[config.mk]
export PLATFORM = sky130hd
export DESIGN_NAME = f_fetch_unit
export DESIGN_NICKNAME = d
export VERILOG_FILES = /design/src/rtl/f_fetch_unit.sv
export SDC_FILE = /design/constraint.sdc
export NUM_CORES = 1
export LEC_CHECK = 0
export CAP_MARGIN = 0
export CORE_ASPECT_RATIO = 0.6
export CORE_UTILIZATION = 50
export DETAILED_ROUTE_END_ITERATION = 6
export DONT_BUFFER_PORTS = 1
export PLACE_DENSITY = 0.68
export SLEW_MARGIN = 5
export SYNTH_ARGS = -nofsm -noshare
export SYNTH_HDL_FRONTEND = slang
export SYNTH_SLANG_ARGS = --single-unit
[constraint.sdc]
create_clock -name clk -period 1.6 [get_ports clk]
set_input_delay 0.16 -clock clk [delete_from_list [all_inputs] [get_ports clk]]
set_output_delay 0.16 -clock clk [all_outputs]
set_load 0.05 [all_outputs]
[src/rtl/f_fetch_unit.sv]
// F-stage fetch unit: holds the fetch PC, fetches over a req/gnt/rvalid port, flags AdEL.
// Latency: PC load -> F_valid two cycles later with gnt/rvalid back-to-back; one cycle for AdEL.
// Backpressure: pc_en=0 holds a fetched instruction; fetch_busy stalls the pipe until one is held.
module f_fetch_unit #(
  parameter logic [31:0] PC_RESET  = 32'h0000_3000,
  parameter logic [31:0] EXC_ENTRY = 32'h0000_4180,
  parameter logic [31:0] IM_LO     = 32'h0000_3000,
  parameter logic [31:0] IM_HI     = 32'h0000_6FFC
) (
  input  logic        clk,
  input  logic        reset,
  input  logic [31:0] NPC,
  input  logic        pc_en,
  input  logic        Req,
  output logic        imem_req,
  output logic [31:0] imem_addr,
  input  logic        imem_gnt,
  input  logic        imem_rvalid,
  input  logic [31:0] imem_rdata,
  output logic [31:0] F_PC,
  output logic [31:0] F_Instr,
  output logic        F_valid,
  output logic [4:0]  F_ExcCode,
  output logic        fetch_busy
);

  localparam logic [1:0] S_REQ  = 2'd0;  // request pending
  localparam logic [1:0] S_WAIT = 2'd1;  // granted, awaiting response
  localparam logic [1:0] S_HAVE = 2'd2;  // instruction (or AdEL) held
  localparam logic [1:0] S_DROP = 2'd3;  // awaiting a stale response to discard

  localparam logic [4:0] EXC_NONE = 5'd0;
  localparam logic [4:0] EXC_ADEL = 5'd4;

  logic [1:0]  state;
  logic [31:0] pc;
  logic [31:0] instr;
  logic [4:0]  exc;

  // Misaligned or outside the instruction memory window.
  function automatic logic adel(input logic [31:0] a);
    return (a[1:0] != 2'b00) || (a < IM_LO) || (a > IM_HI);
  endfunction

  // Fetch FSM, PC register and F/D output registers.
  always_ff @(posedge clk) begin
    if (reset) begin
      pc    <= PC_RESET;
      state <= S_REQ;
      instr <= 32'h0;
      exc   <= EXC_NONE;
    end else if (Req) begin
      pc <= EXC_ENTRY;
      // A granted request or an outstanding one without its response yet
      // leaves a response in flight that must be swallowed first.
      if ((state == S_REQ && imem_gnt) ||
          (state == S_WAIT && !imem_rvalid) ||
          (state == S_DROP && !imem_rvalid)) begin
        state <= S_DROP;
      end else if (adel(EXC_ENTRY)) begin
        state <= S_HAVE;
        instr <= 32'h0;
        exc   <= EXC_ADEL;
      end else begin
        state <= S_REQ;
      end
    end else begin
      case (state)
        S_REQ: begin
          if (imem_gnt) state <= S_WAIT;
        end
        S_WAIT: begin
          if (imem_rvalid) begin
            instr <= imem_rdata;
            exc   <= EXC_NONE;
            state <= S_HAVE;
          end
        end
        S_HAVE: begin
          if (pc_en) begin
            pc <= NPC;
            if (adel(NPC)) begin
              instr <= 32'h0;
              exc   <= EXC_ADEL;
            end else begin
              state <= S_REQ;
            end
          end
        end
        default: begin  // S_DROP
          if (imem_rvalid) begin
            if (adel(pc)) begin
              state <= S_HAVE;
              instr <= 32'h0;
              exc   <= EXC_ADEL;
            end else begin
              state <= S_REQ;
            end
          end
        end
      endcase
    end
  end

  // Outputs decode directly from state; request is suppressed during reset.
  always_comb begin
    imem_req   = (state == S_REQ) && !reset;
    imem_addr  = pc;
    F_PC       = pc;
    F_Instr    = instr;
    F_ExcCode  = exc;
    F_valid    = (state == S_HAVE);
    fetch_busy = (state != S_HAVE);
  end

endmodule

==> key figures <==
Synth
  • Post-synthesis cell area: 3120 um2
  • Syn Area/Cell: 8.14 um2
  • Asr flop ratio synth: 0%
  • Gate Count Post-Synth: 384
  • Yosys warnings: 0
  • Area share of the largest cell type after synthesis: 42.9%
  • Number of synthesized flops with an enable pin: 0
  • Biggest area consumer among synthesized cells: dfxtp_1
  • Synth area leaders: dfxtp_1 43%, a21oi_1 9.8%, buf_4 8.9%
  • #FFs+latches synth: 67
  • Synth Flop Type: dfxtp_1
  • Synth cell types: 42
  • Register area share after synthesis: 42.9%

Clock tree
  • CTS tree: yes
  • Clk_lat worst skew: 360 ps
  • Reg clk slew, reported paths: 80 ps
  • Clk buf depth: 2
  • CTS Root Cell: clkbuf_8
  • Num CTS Buffers: 9
  • Clock Sinks: 67
  • H-Tree Depth: 3

Detailed routing
  • Drt total wl: 10.9 mm
  • Detail Route Antenna Nets: 0
  • Pre-Repair DR Iteration Count: 5
  • Iter 0 DRT Violations: 265
  • Via-to-Cell Ratio: 5.84
  • DR WL/cell: 19.0 um
  • Residual DRC: 0
  • Via Count: 3364

Timing
  • Least-Margin Pin Slew: 550 ps
  • Max Clock Freq: 0.520 GHz
  • RSZ-0062 raised after global routing: yes
  • Max Clock Skew: 8.00 ps
  • Clock period minus final worst setup slack: 1920 ps
  • Final setup viols: 33
  • Slew Viols, Final: 0
  • Worst relative slew slack: 63.3%
  • WHS: -26.5 ps
  • Final setup margin: -322 ps
  • Final period util: 120%
  • Fin. Hold Viols: 4

GRT
  • Total grt overflow: 0
  • Vias in the first global route: 3054
  • First-pass GRT wire length: 15.4 mm
  • Met1 Use GR: 37.5%
  • Antenna violations before repair: 0
  • GRT Util Overall: 30.2%
  • M2 GR Usage: 48.5%
  • Largest net degree at the start of global routing: 45
  • GRT met3 Usage: 11.1%
  • GR peak layer: met2

Floorplan
  • Chip width: 104 um
  • Die height: 63.2 um
  • Initial Util: 53.8%
  • Floorplan core area: 5810 um2
  • Row count: 21
  • DIE AREA: 6580 um2
  • I/O pin cnt: 174

Critical path
  • Worst Setup SP: F_PC[20]
  • Critical Path End Type: flop
  • Worst EP arrival: 2200 ps
  • Crit Path Category: reg2reg
  • Reg2reg setup slack: -320 ps
  • Peak fanout along the critical path: 8
  • Crit start category: flop
  • R2R depth: 8
  • Crit Reg-Reg Endpoint: F_Instr[12]
  • CP endpoint: F_Instr[12]
  • R2R Path Start: F_PC[20]
  • Critical path data required time: 1880 ps

Flow run
  • MaxCap Viol Count: 0

Cells and area
  • Ant diodes: 0
  • Utilization after layout: 81.6%
  • Nets: 565
  • Area growth syn-to-layout: 51.7%
  • Fraction of layout cells with a size suffix above 1: 34.3%
  • Final std cells w/o fill: 576
  • Commonest cells after routing, fill and taps aside: 91 x buf_4, 63 x nand2_1, 59 x dfxtp_1, 59 x dlygate4sd3_1, 53 x a21oi_1
  • Cell area after layout: 4740 um2
  • Commonest non-fill, non-tap cell in the layout: buf_4

Pwr
  • VDD IR max: 0.754 mV
  • Switch share: 36.4%
  • Sw power: 1.87 mW
  • Sequential Power Share: 35.4%
  • PwrDens: 1080 nW/um2
  • Clock Power Share: 27.3%
  • Logic pwr share: 37.3%
  • Leak: 1.81 nW
  • Total internal power: 3.26 mW

Placement
  • Dpl cells: 493
  • Dpl hpwl: 6.02 mm
  • Gp weighted congestion: 0.832
  • Placed Area: 3610 um2
  • I/O Buffers: 0
  • Setup Slack @ Placement: -251 ps

Status
  • Violated checks: hold timing, setup timing
  • Status: finished, violations left

Worst hold path
  • Hold Crit Class: in2reg
==> cell families after synthesis <==
group / Yosys count / share of synthesized area [%]
simple gates: 120 / 19.3
compound gates: 115 / 21.0
buf+inv: 75 / 14.4
flops: 67 / 42.9
fa+ha+maj: 4 / 1.60
mux: 2 / 0.641
other cells: 1 / 0.120
==> registers in the layout, indices dropped and copies added (netlist names) <==
register,count
F_ExcCode,1
state,2
F_PC,32
F_Instr,32
==> synthesized netlist by cell type (2+ instances only) <==
master	count
nand4_1	32
o21bai_1	3
o211ai_1	2
inv_1	5
o21ai_1	3
clkbuf_1	17
buf_4	37
mux2i_1	2
ha_1	4
buf_2	7
a21oi_1	61
and3b_1	2
buf_1	2
nor3_1	4
nor4_1	6
nand3_1	3
o21ai_0	31
dfxtp_1	67
buf_6	2
clkbuf_2	5
a21boi_0	2
nor2_1	3
a31oi_1	3
nand2_1	63
==> what timing repair did <==
item,CTS,global route
gates cloned,2,3
setup endpoints to repair,36,52
hold endpoints to repair,67,40
hold buffers,28,32
pin swaps,22,26
setup buffers,2,1
resized for setup,50,19
==> worst min path at each step <==
stage,cells after the start,startpoint,slack [ps],end
after CTS,1,reset,-140,state[1]
after global placement,1,reset,230,F_PC[14]
after floorplan,2,NPC[0],300,F_PC[0]
final,2,imem_rdata[28],-30,F_Instr[28]
after detailed placement,1,reset,230,F_PC[14]
after global routing,2,imem_rdata[19],-2,F_Instr[19]
==> power groups by stage <==
stage	clock network, mW	logic, mW	registers, mW
6_report	1.40	1.91	1.81
5_1_grt	1.50	1.99	1.82
4_1_cts	1.41	1.65	1.80
3_5_place_dp	0	1.44	1.83
3_3_place_gp	0	1.41	1.83
2_1_floorplan	0	0.852	2.03
==> layout make-up <==
type / count / area, um2
Clock buffer: 11 / 141
Timing Repair Buffer: 163 / 1520
Fill cell: 347 / 1070
Inverter: 5 / 27.5
Multi-Input combinational cell: 245 / 1540
Tap cell: 80 / 100
Sequential cell: 67 / 1350
Clock inverter: 5 / 52.6
==> critical path, stage by stage, from the launching register on <==
cell      delay [ps]
dfxtp_2          340
nor4_4           310
o211ai_2         150
buf_4            180
o311ai_4         300
buf_6            180
buf_16           140
o21ai_1           70
a21oi_1          190
==> layer usage <==
metal / routed length (um) / vias to the layer above
li1: - / 1546
met1: 4630 / 1560
met2: 4960 / 222
met3: 1080 / 36
met4: 271 / 0
met5: 0 / -
==> stage by stage <==
stage                     power (mW)  TNS, ps
after floorplan                 2.88   -11320
after global placement          3.24    -5660
after detailed placement        3.27    -7460
after CTS                       4.86    -7330
after global routing            5.32   -11110
final                           5.12    -7960
No activity file was read; power rests on OpenSTA's default activity.
